$ cat src/rtl/axis_done_barrier_if.sv
// Handshake bundle between the G-code sequencer / step generators and the
// axis completion barrier. Signal names follow the block's port list.
interface axis_done_barrier_if #(
  parameter int N_CHANNELS    = 4,
  parameter int TIMEOUT_WIDTH = 24
);
  logic                     i_Start;
  logic [N_CHANNELS-1:0]    i_Enable;
  logic [N_CHANNELS-1:0]    i_Done;
  logic [TIMEOUT_WIDTH-1:0] i_TimeoutCycles;
  logic                     i_Ack;
  logic                     i_Abort;
  logic                     o_Busy;
  logic                     o_AllDone;
  logic                     o_Timeout;
  logic [N_CHANNELS-1:0]    o_Pending;
  logic [N_CHANNELS-1:0]    o_DoneMask;

  // Sequencer / step-generator side.
  modport master (
    output i_Start, i_Enable, i_Done, i_TimeoutCycles, i_Ack, i_Abort,
    input  o_Busy, o_AllDone, o_Timeout, o_Pending, o_DoneMask
  );

  // Barrier side.
  modport slave (
    input  i_Start, i_Enable, i_Done, i_TimeoutCycles, i_Ack, i_Abort,
    output o_Busy, o_AllDone, o_Timeout, o_Pending, o_DoneMask
  );
endinterface

$ cat src/rtl/axis_done_barrier.sv
// N-channel completion barrier: arms on start, collects per-axis done pulses
// into sticky flags under a per-move enable mask, and reports completion or a
// watchdog timeout through a held flag cleared by acknowledge.
module axis_done_barrier #(
  parameter int N_CHANNELS    = 4,
  parameter int TIMEOUT_WIDTH = 24
) (
  input logic                i_Clk,
  input logic                i_Rst_n,
  axis_done_barrier_if.slave bus
);

  typedef enum logic [1:0] {
    ST_IDLE    = 2'd0,
    ST_ARMED   = 2'd1,
    ST_DONE    = 2'd2,
    ST_TIMEOUT = 2'd3
  } state_e;

  localparam logic [TIMEOUT_WIDTH-1:0] CNT_ONE = TIMEOUT_WIDTH'(1);

  state_e                   state_q,  state_d;
  logic [N_CHANNELS-1:0]    mask_q,   mask_d;
  logic [N_CHANNELS-1:0]    sticky_q, sticky_d;
  logic [TIMEOUT_WIDTH-1:0] count_q,  count_d;
  logic [TIMEOUT_WIDTH-1:0] limit_q,  limit_d;

  logic [N_CHANNELS-1:0]    start_hits;
  logic [N_CHANNELS-1:0]    armed_hits;

  // Done bits that count toward completion this cycle, on the start edge and while armed.
  assign start_hits = bus.i_Done & bus.i_Enable;
  assign armed_hits = (sticky_q | bus.i_Done) & mask_q;

  // Next-state and next-register computation; abort overrides every state.
  always_comb begin
    // NOTE: every variable gets its hold value first so no path leaves it unassigned and no latch is inferred.
    state_d  = state_q;
    mask_d   = mask_q;
    sticky_d = sticky_q;
    count_d  = count_q;
    limit_d  = limit_q;

    if (bus.i_Abort) begin
      state_d  = ST_IDLE;
      mask_d   = '0;
      sticky_d = '0;
      count_d  = '0;
    end else begin
      unique case (state_q)
        ST_IDLE: begin
          if (bus.i_Start) begin
            mask_d   = bus.i_Enable;
            limit_d  = bus.i_TimeoutCycles;
            count_d  = '0;
            sticky_d = start_hits;
            // An empty mask, or every enabled axis already done, completes immediately.
            state_d  = (start_hits == bus.i_Enable) ? ST_DONE : ST_ARMED;
          end
        end
        ST_ARMED: begin
          sticky_d = sticky_q | (bus.i_Done & mask_q);
          if (count_q != '1) count_d = count_q + CNT_ONE;
          // Completion is tested first so it wins over a coincident timeout.
          if (armed_hits == mask_q) begin
            state_d = ST_DONE;
          end else if ((limit_q != '0) && (count_q == limit_q - CNT_ONE)) begin
            state_d = ST_TIMEOUT;
          end
        end
        ST_DONE, ST_TIMEOUT: begin
          // Start is ignored here, even alongside ack; it must be reissued in IDLE.
          if (bus.i_Ack) begin
            state_d  = ST_IDLE;
            mask_d   = '0;
            sticky_d = '0;
          end
        end
        default: state_d = ST_IDLE;
      endcase
    end
  end

  // State and datapath registers with asynchronous active-low reset.
  always_ff @(posedge i_Clk or negedge i_Rst_n) begin
    // NOTE: non-blocking assignments so every register samples the pre-edge values.
    if (!i_Rst_n) begin
      state_q  <= ST_IDLE;
      mask_q   <= '0;
      sticky_q <= '0;
      count_q  <= '0;
      limit_q  <= '0;
    end else begin
      state_q  <= state_d;
      mask_q   <= mask_d;
      sticky_q <= sticky_d;
      count_q  <= count_d;
      limit_q  <= limit_d;
    end
  end

  // Outputs are decoded from registered state only.
  assign bus.o_Busy     = (state_q == ST_ARMED);
  assign bus.o_AllDone  = (state_q == ST_DONE);
  assign bus.o_Timeout  = (state_q == ST_TIMEOUT);
  assign bus.o_Pending  = (state_q == ST_ARMED) ? (mask_q & ~sticky_q) : '0;
  assign bus.o_DoneMask = sticky_q;

endmodule

$ cat src/flat_wrapper.sv
// flat-port wrapper written by rule: the top's interface ports become plain ports
module axis_done_barrier_flat 
#(
  parameter int N_CHANNELS    = 4,
  parameter int TIMEOUT_WIDTH = 24
)
  (i_Clk, i_Rst_n, bus_i_Start, bus_i_Enable, bus_i_Done, bus_i_TimeoutCycles, bus_i_Ack, bus_i_Abort, bus_o_Busy, bus_o_AllDone, bus_o_Timeout, bus_o_Pending, bus_o_DoneMask);
  axis_done_barrier_if #(.N_CHANNELS(N_CHANNELS), .TIMEOUT_WIDTH(TIMEOUT_WIDTH)) bus_i ();
  input logic i_Clk;
  input logic i_Rst_n;
  input wire logic [$bits(bus_i.i_Start)-1:0] bus_i_Start;
  input wire logic [$bits(bus_i.i_Enable)-1:0] bus_i_Enable;
  input wire logic [$bits(bus_i.i_Done)-1:0] bus_i_Done;
  input wire logic [$bits(bus_i.i_TimeoutCycles)-1:0] bus_i_TimeoutCycles;
  input wire logic [$bits(bus_i.i_Ack)-1:0] bus_i_Ack;
  input wire logic [$bits(bus_i.i_Abort)-1:0] bus_i_Abort;
  output wire logic [$bits(bus_i.o_Busy)-1:0] bus_o_Busy;
  output wire logic [$bits(bus_i.o_AllDone)-1:0] bus_o_AllDone;
  output wire logic [$bits(bus_i.o_Timeout)-1:0] bus_o_Timeout;
  output wire logic [$bits(bus_i.o_Pending)-1:0] bus_o_Pending;
  output wire logic [$bits(bus_i.o_DoneMask)-1:0] bus_o_DoneMask;
  assign bus_i.i_Start = bus_i_Start;
  assign bus_i.i_Enable = bus_i_Enable;
  assign bus_i.i_Done = bus_i_Done;
  assign bus_i.i_TimeoutCycles = bus_i_TimeoutCycles;
  assign bus_i.i_Ack = bus_i_Ack;
  assign bus_i.i_Abort = bus_i_Abort;
  assign bus_o_Busy = bus_i.o_Busy;
  assign bus_o_AllDone = bus_i.o_AllDone;
  assign bus_o_Timeout = bus_i.o_Timeout;
  assign bus_o_Pending = bus_i.o_Pending;
  assign bus_o_DoneMask = bus_i.o_DoneMask;
  axis_done_barrier #(.N_CHANNELS(N_CHANNELS), .TIMEOUT_WIDTH(TIMEOUT_WIDTH)) u_core (.i_Clk(i_Clk), .i_Rst_n(i_Rst_n), .bus(bus_i));
endmodule
$ cat config.mk
export PLATFORM = sky130hd
export DESIGN_NAME = axis_done_barrier_flat
export DESIGN_NICKNAME = d
export VERILOG_FILES = /design/src/rtl/axis_done_barrier_if.sv /design/src/rtl/axis_done_barrier.sv /design/src/flat_wrapper.sv
export SDC_FILE = /design/constraint.sdc
export NUM_CORES = 1
export LEC_CHECK = 0
export ABC_AREA = 1
export BUFFER_PORTS_ARGS = -buffer_cell sky130_fd_sc_hd__buf_2
export CAP_MARGIN = 30
export CORE_MARGIN = 2
export CORE_UTILIZATION = 35
export CTS_CLUSTER_DIAMETER = 200
export DETAILED_ROUTE_END_ITERATION = 8
export PLACE_DENSITY_LB_ADDON = 0.3
export SLEW_MARGIN = 20
export SYNTH_ARGS = -nofsm -noshare
export SYNTH_HDL_FRONTEND = slang
export SYNTH_SLANG_ARGS = --single-unit
$ cat constraint.sdc
create_clock -name i_Clk -period 2.1 [get_ports i_Clk]
set_input_delay 0.21 -clock i_Clk [delete_from_list [all_inputs] [get_ports i_Clk]]
set_output_delay 0.21 -clock i_Clk [all_outputs]
set_load 0.1 [all_outputs]
# Word level (Yosys, flattened, before mapping)
# Index checks and enable logic that the tools add are counted.
dict set report classes {
  add_sub_neg 2
  eq_ne 11
  reduce_logical 11
  mux 19
  bitwise_logic 8
}
# cell n
set ops {}
lappend ops {{24-bit two-way mux} 3}
lappend ops {{24-bit case mux with 2 select lines} 1}
lappend ops {{24-bit by 1-bit adder with 24-bit output, second input constant} 1}
lappend ops {{24-bit equality test} 1}
lappend ops {{4-bit two-way mux} 6}
lappend ops {{24-bit inequality test, second input constant} 1}
lappend ops {{24-bit nonzero test} 1}
lappend ops {{24-bit by 1-bit subtractor with 24-bit output, second input constant} 1}
lappend ops {{4-bit bitwise AND} 4}
lappend ops {{2-bit two-way mux} 6}
lappend ops {{4-bit case mux with 3 select lines} 1}
lappend ops {{3-bit AND reduction} 4}
lappend ops {{4-bit equality test} 2}
lappend ops {{4-bit bitwise OR} 2}
lappend ops {{4-bit case mux with 2 select lines} 1}
lappend ops {{3-bit inequality test, second input constant} 2}
lappend ops {{2-bit case mux with 3 select lines} 1}
lappend ops {{3-bit nonzero test} 2}
lappend ops {{2-bit equality test, second input constant} 2}
lappend ops {{4-bit by 2-bit inequality test with 1-bit output, second input constant} 1}
lappend ops {{4-bit inverter} 1}
lappend ops {{3-bit by 2-bit inequality test with 1-bit output, second input constant} 1}
lappend ops {{2-bit by 1-bit equality test with 1-bit output, second input constant} 1}
lappend ops {{2-bit zero test} 1}
lappend ops {{4 further kinds} 4}
dict set report word_totals {
  wordCells 56
  in_bits 37
  output_inout_bits 11
  regBits 58
}

# Depth between registers and ports, before layout
# Gate-level depths: netlist (run 1).
dict set report depth {
  depth_word 7
  mapped_depth 16
  ltp_nobuf 16
}

# Worst setup path after synthesis (run 1)
# No wires, ideal clock.
dict set report synth_path {
  kind {flip-flop to output port}
  start {register u_core.state_q[0]}
  end {output bus_o_Pending[0]}
  stages_incl_launch_ff 5
  t_arrival_ns 4.611
  path_slack_ns -2.721
  t_required_ns 1.890
  n_path_buf 0
  path_cell_list {dfrtp_1 > inv_1 > nor2_1 > clkinv_1 > nor3_1}
}
dict set report synth_between {
  elab_chain_cells 2
}
# element line_no
set synth_rtl {}
lappend synth_rtl {{from (decl)} axis_done_barrier.sv:22} ;# state_e state_q, state_d;
lappend synth_rtl {{from (signal assigned)} axis_done_barrier.sv:94} ;# state_q <= state_d;
lappend synth_rtl {{2-bit by 1-bit equality test with 1-bit output} -}
lappend synth_rtl {{net bus_o_Busy} flat_wrapper.sv:17} ;# output wire logic [$bits(bus_i.o_Busy)-1:0] bus_o_Busy;
lappend synth_rtl {{4-bit two-way mux} axis_done_barrier.sv:106} ;# assign bus.o_Pending = (state_q == ST_ARMED) ? (mask_q & ~sticky_q) : '0;
lappend synth_rtl {{to (decl)} flat_wrapper.sv:20} ;# output wire logic [$bits(bus_i.o_Pending)-1:0] bus_o_Pending;
# The timed path passes the listed nets, and every way through them passes these cells.

# Worst setup path after layout (run 1)
dict set report layout_path {
  start {register u_core.count_q[1]}
  end {register u_core.count_q[7]}
}
dict set report layout_between {
  elab_chain_cells 4
  word_cells_on_any_way 7
  classes_between {add/sub (1); eq/ne (2); mux (3); reduce/logical (1)}
}
# element line_no
set layout_rtl {}
lappend layout_rtl {{from (decl)} axis_done_barrier.sv:25} ;# logic [TIMEOUT_WIDTH-1:0] count_q, count_d;
lappend layout_rtl {{from (signal assigned)} axis_done_barrier.sv:97} ;# count_q <= count_d;
lappend layout_rtl {{24-bit by 1-bit adder with 24-bit output} axis_done_barrier.sv:63} ;# if (count_q != '1) count_d = count_q + CNT_ONE;
lappend layout_rtl {{24-bit two-way mux} axis_done_barrier.sv:63}
lappend layout_rtl {{24-bit case mux with 2 select lines} axis_done_barrier.sv:50} ;# unique case (state_q)
lappend layout_rtl {{24-bit two-way mux} axis_done_barrier.sv:44} ;# if (bus.i_Abort) begin
# Several ways; a longest one is shown, not always the timed one. The select of a mux whose other input is x is not followed.
# A chain may end at the register's enable or synchronous reset.

==> results of run 1 <==
-- cell families (layout without fill, tap and decap cells) --
group	count (synthesis)	after routing
adders and majority gates	2	2
xor gates and xnor gates	21	21
DFF	58	58
AOI/OAI and AO/OA	73	73
muxes	5	5
and+or+nand+nor	356	358
buffers and inverters	108	192
-- cell usage in the layout (no fill, tap or decap), types with 13 or more instances in the layout --
cell type and count:
dfrtp_1 58, a21oi_1 30, buf_2 43, nand4_1 13, nand2_1 139, buf_4 31
nor2_2 16, nor2_1 77, o21ai_0 19, nand3_1 50, xor2_1 14, inv_1 83
nor2_4 13
-- synth_stat cells (all sizes together) --
| master | number | area (um^2) |
|---|---|---|
| nand2 | 155 | 609 |
| nor2 | 104 | 458 |
| inv | 95 | 357 |
| dfrtp | 58 | 1450 |
| nand3 | 52 | 260 |
| a21oi | 36 | 199 |
| o21ai | 23 | 123 |
| nor3 | 22 | 148 |
| xor2 | 14 | 123 |
| nand4 | 13 | 81.3 |
| xnor2 | 7 | 61.3 |
| clkbuf | 6 | 22.5 |
| buf | 5 | 43.8 |
| mux2 | 5 | 56.3 |
| nand3b | 5 | 37.5 |
| o22ai | 5 | 31.3 |
| a2bb2oi | 3 | 45.0 |
| o21bai | 3 | 26.3 |
| a21boi | 2 | 18.8 |
| and3 | 2 | 12.5 |
| clkinv | 2 | 12.5 |
| ha | 2 | 25.0 |
| and2 | 1 | 6.26 |
| nor3b | 1 | 12.5 |
| nor4 | 1 | 6.26 |
| o31ai | 1 | 7.51 |
-- worst paths after layout --
kind	end	cells after the start
worst min-delay path	u_core.limit_q[21]	2
min in group asynchronous	u_core.limit_q[2]	2
max in group asynchronous	u_core.bus.o_DoneMask[3]	3
worst max-delay path	u_core.count_q[7]	14
worst min register to register	u_core.limit_q[23]	1
worst max register to register	u_core.count_q[7]	14
-- layout make-up --
| cell class | instances | area [um^2] |
|---|---|---|
| fill | 1218 | 6540 |
| tap | 147 | 184 |
| sequential | 58 | 1450 |
| multi-input combinational | 459 | 2550 |
| inverter | 97 | 379 |
| clock buffer | 10 | 239 |
| timing repair buffer | 80 | 519 |
| clock inverter | 5 | 55.1 |
-- stage by stage --
| step | power (uW) | instances | cell area (um^2) | TNS, ns |
|---|---|---|---|---|
| final | 6030 | 856 | 5380 | 0 |
| after CTS | 5850 | 841 | 5120 | 0 |
| after global routing | 6440 | 856 | 5380 | -1.29 |
| after floorplan | 3650 | 623 | 4290 | -0.859 |
| after global placement | 4310 | 825 | 4800 | 0 |
| after detailed placement | 4340 | 825 | 4800 | -0.00605 |
-- layer usage --
metal  up-vias  GRT usage
li1       2157          -
met1      1981      0.243
met2       138      0.311
met3        29     0.0446
met4         0     0.0862
met5         -          0
-- sequential cells by signal (all words and copies together) (netlist names) --
signal and count:
u_core.mask_q 4, u_core.bus.o_DoneMask 4, u_core.limit_q 24, u_core.state_q 2, u_core.count_q 24
-- what timing repair did --
item                                    4_1_cts  5_1_grt
gates resized for setup                       5       43
endpoints found under the hold margin        22        0
pin swaps                                     0       20
buffers inserted                              0       14
gates cloned                                  0        2
endpoints found under the setup margin        9       27
hold buffers                                  1        0
-- critical path: cells and delay by family, from the launching register on --
kind | cells | cell delay, ns
AOI/OAI and AO/OA | 2 | 0.18
adders and majority gates | 1 | 0.21
buffers and inverters | 2 | 0.23
DFF | 1 | 0.39
and+or+nand+nor | 9 | 1.00
-- power breakdown --
group          total [uW]  leakage [uW]  switching (uW)  internal (uW)
logic                2750       0.00170            1800            955
clock network        1480      0.000140             538            938
registers            1810      0.000733             398           1410
total                6030       0.00258            2730           3300
==> reports/qor.csv, run 1 <==
stage;metric;value;unit
critical_path;critical path's slowest cell;dfrtp_1;
sta;Final Hold Violating Endpoints;0;
routing;wire length on met2;5600;um
sta;Tmin final;2.08;ns
power_and_ir_drop;Pleak;0.00258;uW
synthesis;synth warn;0;
synthesis;Syn Area/Cell;6.80;um^2
grt;first-pass GRT wire length;19300;um
synthesis;Mapped Cells;623;
critical_path;Worst EP required;2.37;ns
critical_path;element type at the critical path end;register;
routing;vias;4305;
cts;Clk pin slew, worst setup/hold paths;0.05;ns
routing;Metal-1 WL;5300;um
routing;drt total wl;12000;um
critical_path;Data arrival, critical path;2.34;ns
critical_path;critical path type;reg -> reg;
die;row cnt;40;
sta;# setup viols final;0;
cts;Worst-Skew Late Latency;0.34;ns
place;dpl hpwl;9100;um
routing;post-route ant nets;0;
finish;P&R area growth vs syn;27.0;%
grt;Total GRT Usage;0.191;
critical_path;worst r2r src;u_core.count_q[1];
synthesis;Synth Register Bits;58;
critical_path;largest stage delay on the critical path;0.39;ns
routing;metal3 WL;770;um
sta;WHS;0.0986;ns
cts;clock buffer depth;2;
critical_path;critical path launch point;u_core.count_q[1];
sta;Final WS setup;0.0249;ns
sta;worst slew pin tran;0.614;ns
sta;fin. max-slew vios;0;
synthesis;post-synthesis sequential area ratio;0.343;
outcome;outcome;finished clean;
critical_path;critical-path cell list;ha_2 -> nand2_2 -> nor2_4 -> nand2_4 -> nor2_4 -> nand2_4 -> nor3_4 -> nand2_2 -> nand2_4 -> buf_6 -> nor2_4 -> clkinv_4 -> o21ai_2 -> a2bb2oi_2;
die;Die ar.;13000;um^2
finish;antenna cells;0;
routing;DRT iter0 DRCs;319;
cts;cts bufs inserted;9;
grt;initial antenna violation count;0;
sta;unrepaired setup endpoints after global routing;yes;
place;IO buf count;47;
finish;final-stage net count;744;
synthesis;simple logic cell fraction of the synthesized area;0.385;
synthesis;Compound-Gate Fraction of Synth Area;0.106;
critical_path;Worst Path Max Fanout;5;
routing;vias per cell;5.03;
die;core area;11900;um^2
run;maximum capacitance violations;0;
cts;Clock Sink Count;58;
grt;grt total ovfl;0;
die;Ports;48;
finish;fin util;0.451;
synthesis;post-synth net total;662;
die;Initial Util;0.355;
cts;H-Tree Depth;3;
synthesis;post-synthesis mux area share;0.0133;
sta;fin crit share;0.988;
cts;TritonCTS clock tree;yes;
die;Chip Width;114;um
finish;fraction of final layout cells sized beyond drive strength 1;0.267;
synthesis;Synth cell types;39;
routing;DRT Pass-1 Iters;6;
routing;Routed wire per std cell;14.0;um
sta;clock skew;0.00664;ns
power_and_ir_drop;Pwr Density;1120;nW/um^2
sta;slew margin rel.;0.591;
routing;DRC;0;
cts;CTS root buf;clkbuf_16;
critical_path;reg2reg setup slack;0.02;ns
grt;largest net degree at the start of global routing;44;
synthesis;post-synthesis adder-cell area fraction;0.00591;
die;die boundary height;114;um
hold_path;Min-Delay Startpoint;bus_i_TimeoutCycles[21];
place;pre-CTS WS;-0.00517;ns
synthesis;largest family of logic cells by synthesized area;simple AND/OR/NAND/NOR gates;
critical_path;crit start category;register;
grt;vias in the first global route;4005;
power_and_ir_drop;Peak VDD IR;0.638;mV
synthesis;post-synthesis xor/xnor area fraction;0.0434;
sta;fmax;482;MHz
routing;Top Layer Used;met4;
place;RD Place Congestion;0.927;
synthesis;mapped cell area;4230;um^2
hold_path;Hold Path Class;in -> reg;
Note: power is estimated with default switching activity, not from simulation.
==> run 2, diff against run 1 <==
- BUFFER_PORTS_ARGS: -buffer_cell sky130_fd_sc_hd__buf_2 -> unset
- DONT_BUFFER_PORTS: unset -> 1
==> run 2 against run 1 <==
  * Sequential power about the same
  * Largest power group unchanged
  * Sequential share of layout area increased by 0.60 points
  * Non-clock buffer count decreased by 35
  * Utilization decreased by 0.98 points
  * Clock-buffer cell count decreased by 1
  * Critical endpoint is now u_core.count_q[20]
  * Cell count decreased by 4.2%
  * Final area decreased by 2.2%
  * Largest cell class unchanged
  * Worst setup slack improved by 0.047 ns
  * Power increased by 1.0%
  * Die area unchanged
  * Clock skew decreased by 0.00064 ns
==> reports/qor.csv, run 2 (synthesis gave the netlist of run 1 again) <==
stage;metric;value;unit;change
cts;TritonCTS clock tree;yes;;
finish;final std cells w/o fill;820;;-4.2%
finish;antenna cells;0;;unchanged
finish;FF/Latch Area;1450;um^2;unchanged
sta;slew margin rel.;0.705;;+0.115
critical_path;critical path type;reg -> reg;;
sta;WHS;0.0161;ns;-0.0825 ns
cts;H-Tree Depth;3;;unchanged
cts;cts bufs inserted;9;;unchanged
critical_path;Worst path most repeated cell;nand2_4;;
cts;Clk pin slew, worst setup/hold paths;0.06;ns;about the same
grt;initial antenna violation count;0;;unchanged
sta;worst slew pin tran;0.442;ns;-0.172 ns
place;placed cell count;791;;-4.1%
hold_path;Hold Path Class;in -> reg;;
critical_path;critical path's slowest cell;dfrtp_1;;
power_and_ir_drop;Peak VDD IR;0.490;mV;-23%
routing;Routed wire per std cell;14.7;um;+4.9%
grt;vias in the first global route;4029;;+0.60%
sta;Tmin final;2.03;ns;-0.0475 ns
grt;grt total ovfl;0;;unchanged
sta;fin crit share;0.966;;-0.0226
routing;DRC;0;;unchanged
power_and_ir_drop;Pleak;0.00247;uW;-4.0%
die;row cnt;40;;unchanged
routing;vias per cell;5.10;;+1.3%
grt;largest net degree at the start of global routing;59;;+34%
critical_path;element type at the critical path end;register;;
critical_path;Data arrival, critical path;2.24;ns;-0.10 ns
routing;DRT iter0 DRCs;299;;-6.3%
die;Die ar.;13000;um^2;unchanged
grt;first-pass GRT wire length;19600;um;+1.3%
die;Initial Util;0.355;;unchanged
sta;unrepaired setup endpoints after global routing;yes;;
place;IO buf count;0;;-100%
sta;Final Hold Violating Endpoints;0;;unchanged
sta;clock skew;0.00600;ns;-0.000637 ns
finish;final-stage net count;708;;-4.8%
grt;routing usage on met2;0.304;;-0.00635
grt;gr busiest metal;met2;;
routing;post-route ant nets;0;;unchanged
sta;fmax;493;MHz;+2.3%
cts;clock buffer depth;2;;unchanged
sta;Setup TNS;0;ns;unchanged
power_and_ir_drop;Pwr Density;1160;nW/um^2;+3.3%
finish;commonest non-fill, non-tap cell in the layout;nand2_1;;
cts;Clock Sink Count;58;;unchanged
critical_path;crit start category;register;;
die;Ports;48;;unchanged
critical_path;critical-path cell list;ha_2 -> nand2_4 -> nor2_4 -> nand2_4 -> nor2_4 -> nand2_4 -> nor3_4 -> nand2_2 -> nand2_4 -> inv_6 -> nand2_1 -> nand2_1 -> nor3b_2;;
finish;filler cell count;1254;;+3.0%
sta;# setup viols final;0;;unchanged
die;die boundary height;114;um;unchanged
cts;CTS root buf;clkbuf_16;;
outcome;outcome;finished clean;;
cts;Worst-Skew Late Latency;0.34;ns;about the same
routing;drt total wl;12100;um;+0.48%
grt;GR Util met1;0.251;;+0.00861
die;core area;11900;um^2;unchanged
finish;P&R area growth vs syn;24.2;%;
critical_path;family with the most delay on the worst path;simple AND/OR/NAND/NOR gates;;
critical_path;Worst EP required;2.31;ns;-0.06 ns
sta;fin. max-slew vios;0;;unchanged
routing;vias;4178;;-3.0%
grt;GR met3 Demand/Resource;0.0584;;+0.0138
routing;DRT Pass-1 Iters;4;;-2
die;Chip Width;114;um;unchanged
critical_path;CP Buf/Inv Count;1;;-1
critical_path;largest stage delay on the critical path;0.38;ns;about the same
run;maximum capacitance violations;0;;unchanged
finish;commonest cells after routing, fill and taps aside;nand2_1 (141), inv_1 (85), nor2_1 (75);;
finish;biggest regs;u_core.count_q: 24 flops, u_core.limit_q: 24 flops;;
grt;Total GRT Usage;0.194;;+0.00253
place;RD Place Congestion;0.907;;-2.2%
place;dpl hpwl;9070;um;-0.34%
finish;Multi-input gate area;2520;um^2;-1.1%
finish;fraction of final layout cells sized beyond drive strength 1;0.221;;-0.0452
critical_path;Worst Path Max Fanout;18;;+13
## run 2: changes by cell type in the layout (fill, tap and decap cells not counted), moves of 4 or more
cell,before,now
buf_2,43,0
nor2_4,13,9
nor2_2,16,21
buf_4,31,38
## run 2: timing repair
item,CTS,global route
hold buffers,2,0
cloned,0,1
gates resized for setup,2,33
setup endpoints to repair,1,23
endpoints found under the hold margin,58,0
pin swaps,0,14
setup buffers,0,11
## run 2: area by class of cell
class,instances,share of cell area
Timing Repair Buffer,45,0.0794
Sequential cell,58,0.276
Inverter,97,0.0721
Tap cell,147,0.0350
Clock buffer,9,0.0428
Clock inverter,6,0.0157
Multi-Input combinational cell,458,0.479
## run 2: stage by stage
stage / power, uW / instance area (um^2) / util / setup slack [ns]
floorplan: 3650 / 4290 / - / -0.247
global placement: 4330 / 4710 / 0.395 / 0.0373
detailed placement: 4380 / 4710 / 0.395 / 0.0126
CTS: 6010 / 5060 / 0.425 / 0.0313
global route: 6540 / 5260 / 0.442 / -0.0502
finish: 6090 / 5260 / 0.442 / 0.0724
## run 2: worst register-to-register path, delay by kind of cell, from the launching register on
family        cells  cell delay, ns
fa+ha+maj         1            0.23
buf+inv           1            0.09
flops             1            0.38
simple gates     11            1.18
## run 2: worst paths after layout
path	cells after the start	start	endpoint	slack, ns
worst max-delay path	13	u_core.count_q[1]	u_core.count_q[20]	0.07
worst min-delay path	2	bus_i_Enable[0]	u_core.mask_q[0]	0.02
worst min register to register	2	u_core.limit_q[19]	u_core.limit_q[19]	0.58
min in group asynchronous	2	i_Rst_n	u_core.limit_q[4]	0.40
worst max register to register	13	u_core.count_q[1]	u_core.count_q[20]	0.07
max in group asynchronous	2	i_Rst_n	u_core.count_q[19]	1.45
## run 2: metal layers
metal | part of all wire | wire length [um]
met2 | 0.46 | 5530
met5 | 0 | 0
met1 | 0.45 | 5460
met4 | 0.024 | 289
met3 | 0.066 | 791
## run 2: where the power goes
group          switching (uW)  internal [uW]
Combinational            1780            940
Clock                     542           1020
Sequential                400           1410
Total                    2720           3370
==> run 3, diff against run 2 <==
- SETUP_SLACK_MARGIN: unset -> 0.5
==> run 3 against run 2 <==
  * First-iteration DRC count rose by 17%
  * Combinational power up 22%
  * Fmax is 2.4% lower
  * Via count rose by 6.3%
  * Sequential share of layout area decreased by 3.2 points
  * Non-clock buffer count grew 23
  * Clock power about the same
  * Clock-buffer cell count is 5 higher
  * Clock skew fell by 0.0014 ns
  * Power grew 10%
  * Critical path depth increased by 2
  * Critical endpoint is now u_core.state_q[0]
  * Largest power group unchanged
==> reports/qor.csv, run 3 (synthesis gave the netlist of run 1 again) <==
stage;metric;value;unit;change
critical_path;critical-path cell list;inv_2 -> ha_4 -> nand2_2 -> inv_2 -> nor2_2 -> nand3_1 -> nor2_2 -> nand3_1 -> nor2_1 -> nand2_1 -> nor3_2 -> buf_4 -> nand2_2 -> nand3_2 -> nand2_1;;
critical_path;largest stage delay on the critical path;0.41;ns;+0.03 ns
routing;Routed wire per std cell;16.1;um;+9.1%
grt;largest net degree at the start of global routing;59;;unchanged
sta;clock skew;0.00456;ns;-0.00144 ns
cts;H-Tree Depth;3;;unchanged
finish;final std cells w/o fill;845;;+3.0%
grt;vias in the first global route;4391;;+9.0%
sta;worst slew pin tran;0.505;ns;+0.0634 ns
finish;commonest cells after routing, fill and taps aside;nand2_1 (126), inv_1 (80), nor2_1 (65);;
cts;CTS root buf;clkbuf_16;;
place;IO buf count;0;;unchanged
power_and_ir_drop;Peak VDD IR;0.598;mV;+22%
routing;vias per cell;5.25;;+3.1%
critical_path;crit start category;register;;
finish;filler cell count;1117;;-11%
finish;fraction of final layout cells sized beyond drive strength 1;0.350;;+0.128
power_and_ir_drop;Int Pwr;3710;uW;+10%
power_and_ir_drop;Sequential Power Share;0.273;;-0.024
finish;final-stage net count;732;;+3.4%
sta;fmax;481;MHz;-2.4%
sta;Tmin final;2.08;ns;+0.0499 ns
routing;DRT Pass-1 Iters;5;;+1
power_and_ir_drop;Psw;3010;uW;+10%
finish;final instance area;6010;um^2;+14%
finish;P&R area growth vs syn;42.0;%;
cts;Clock Sink Count;58;;unchanged
finish;biggest regs;u_core.count_q: 24 flops, u_core.limit_q: 24 flops;;
cts;Clk pin slew, worst setup/hold paths;0.05;ns;about the same
critical_path;element type at the critical path end;register;;
cts;clock buffer depth;2;;unchanged
grt;Total GRT Usage;0.210;;+0.0158
routing;vias;4440;;+6.3%
grt;first-pass GRT wire length;21300;um;+8.7%
grt;grt total ovfl;0;;unchanged
critical_path;reg2reg setup slack;0.02;ns;-0.05 ns
sta;fin crit share;0.989;;+0.0238
routing;DRT iter0 DRCs;349;;+17%
finish;commonest non-fill, non-tap cell in the layout;nand2_1;;
run;maximum capacitance violations;0;;unchanged
critical_path;critical path's slowest cell;dfrtp_1;;
critical_path;Data arrival, critical path;2.31;ns;+0.07 ns
critical_path;critical path type;reg -> reg;;
power_and_ir_drop;total power;6720;uW;+10%
die;Chip Width;114;um;unchanged
die;die boundary height;114;um;unchanged
die;Initial Util;0.355;;unchanged
die;core area;11900;um^2;unchanged
sta;# setup viols final;0;;unchanged
die;row cnt;40;;unchanged
hold_path;Hold Path Class;in -> reg;;
routing;post-route ant nets;0;;unchanged
sta;Final WS setup;0.0225;ns;-0.0499 ns
place;placed cell count;791;;unchanged
sta;slew margin rel.;0.661;;-0.0441
place;RD Place Congestion;0.912;;+0.57%
grt;initial antenna violation count;0;;unchanged
finish;antenna cells;0;;unchanged
critical_path;Worst Path Max Fanout;2;;-16
power_and_ir_drop;Pleak;0.00273;uW;+10%
finish;fin util;0.505;;+0.0631
critical_path;Worst EP required;2.33;ns;+0.02 ns
place;pre-CTS WS;-0.0857;ns;-0.0983 ns
sta;unrepaired setup endpoints after global routing;yes;;
finish;Multi-input gate area;2950;um^2;+17%
power_and_ir_drop;Pwr Density;1120;nW/um^2;-3.6%
sta;fin. max-slew vios;0;;unchanged
power_and_ir_drop;clock share of power;0.231;;-0.026
finish;FF/Latch Area;1470;um^2;+1.2%
outcome;outcome;finished clean;;
power_and_ir_drop;Switching Share;0.448;;+0.000749
die;Ports;48;;unchanged
routing;DRC;0;;unchanged
cts;TritonCTS clock tree;yes;;
place;placed instance area;4820;um^2;+2.4%
power_and_ir_drop;Gate power share;0.496;;+0.049
cts;cts bufs inserted;9;;unchanged
die;Die ar.;13000;um^2;unchanged
cts;Worst-Skew Late Latency;0.34;ns;about the same
sta;Final Hold Violating Endpoints;0;;unchanged
place;dpl hpwl;8940;um;-1.4%
routing;drt total wl;13600;um;+12%
-- run 3: cell count changes in the layout (fill, tap and decap cells not counted), moves of 7 or more --
cell     delta
a21oi_1     -8
buf_6      +14
a21oi_2     +8
nand2_4     +7
nor2_1     -10
nand3_1     -8
dfrtp_1    -14
nand2_1    -15
nor2_2      -7
nor2_4     +17
dfrtp_2    +14
-- run 3: routing by layer --
layer | up-vias | global-route usage | wire (um)
li1 | 2134 | - | -
met2 | 163 | 0.344 | 6710
met5 | - | 0 | 0
met3 | 38 | 0.0638 | 954
met1 | 2105 | 0.257 | 5480
met4 | 0 | 0.0854 | 425
-- run 3: path summary, 6_finish.rpt --
| check | startpoint | end | cells after the start |
|---|---|---|---|
| max | u_core.limit_q[1] | u_core.state_q[0] | 15 |
| min | bus_i_Enable[2] | u_core.mask_q[2] | 2 |
| max reg2reg | u_core.limit_q[1] | u_core.state_q[0] | 15 |
| min reg2reg | u_core.limit_q[23] | u_core.limit_q[23] | 1 |
| max in group asynchronous | i_Rst_n | u_core.limit_q[9] | 2 |
| min in group asynchronous | i_Rst_n | u_core.limit_q[1] | 2 |
-- run 3: power by group through the flow --
stage          Sequential [uW]  Combinational, uW  Clock (uW)
2_1_floorplan             1830               1900           0
5_1_grt                   1880               3650        1630
6_report                  1830               3330        1550
3_3_place_gp              1770               2570           0
3_5_place_dp              1780               2620           0
4_1_cts                   1810               2990        1580
-- run 3: worst max-delay path, delay by kind of cell, from the launching register on --
| family | cells | cell delay [ns] |
|---|---|---|
| simple gates | 11 | 1.06 |
| flops | 1 | 0.41 |
| buf+inv | 3 | 0.29 |
| fa+ha+maj | 1 | 0.21 |
-- run 3: cell type report --
| cell class | count | share of cell area |
|---|---|---|
| Multi-Input combinational cell | 458 | 0.490 |
| Clock buffer | 14 | 0.0456 |
| Tap cell | 147 | 0.0306 |
| Timing Repair Buffer | 68 | 0.113 |
| Inverter | 97 | 0.0678 |
| Clock inverter | 2 | 0.00583 |
| Timing Repair inverter | 1 | 0.00271 |
| Sequential cell | 58 | 0.244 |
-- run 3: stage by stage --
step | hold slack, ns | TNS, ns
after floorplan | -0.0856 | -0.859
after global placement | -0.0823 | -0.124
after detailed placement | -0.0820 | -0.0857
after CTS | 0.00429 | 0
after global routing | 0.00543 | -0.0718
final | 0.0146 | 0
-- run 3: what timing repair did --
action | CTS | global route
hold buffers | 2 | 0
setup endpoints to repair | 40 | 42
pin swaps | 26 | 21
setup buffers | 24 | 10
resized for setup | 72 | 77
cloned | 2 | 0
hold endpoints to repair | 58 | 0
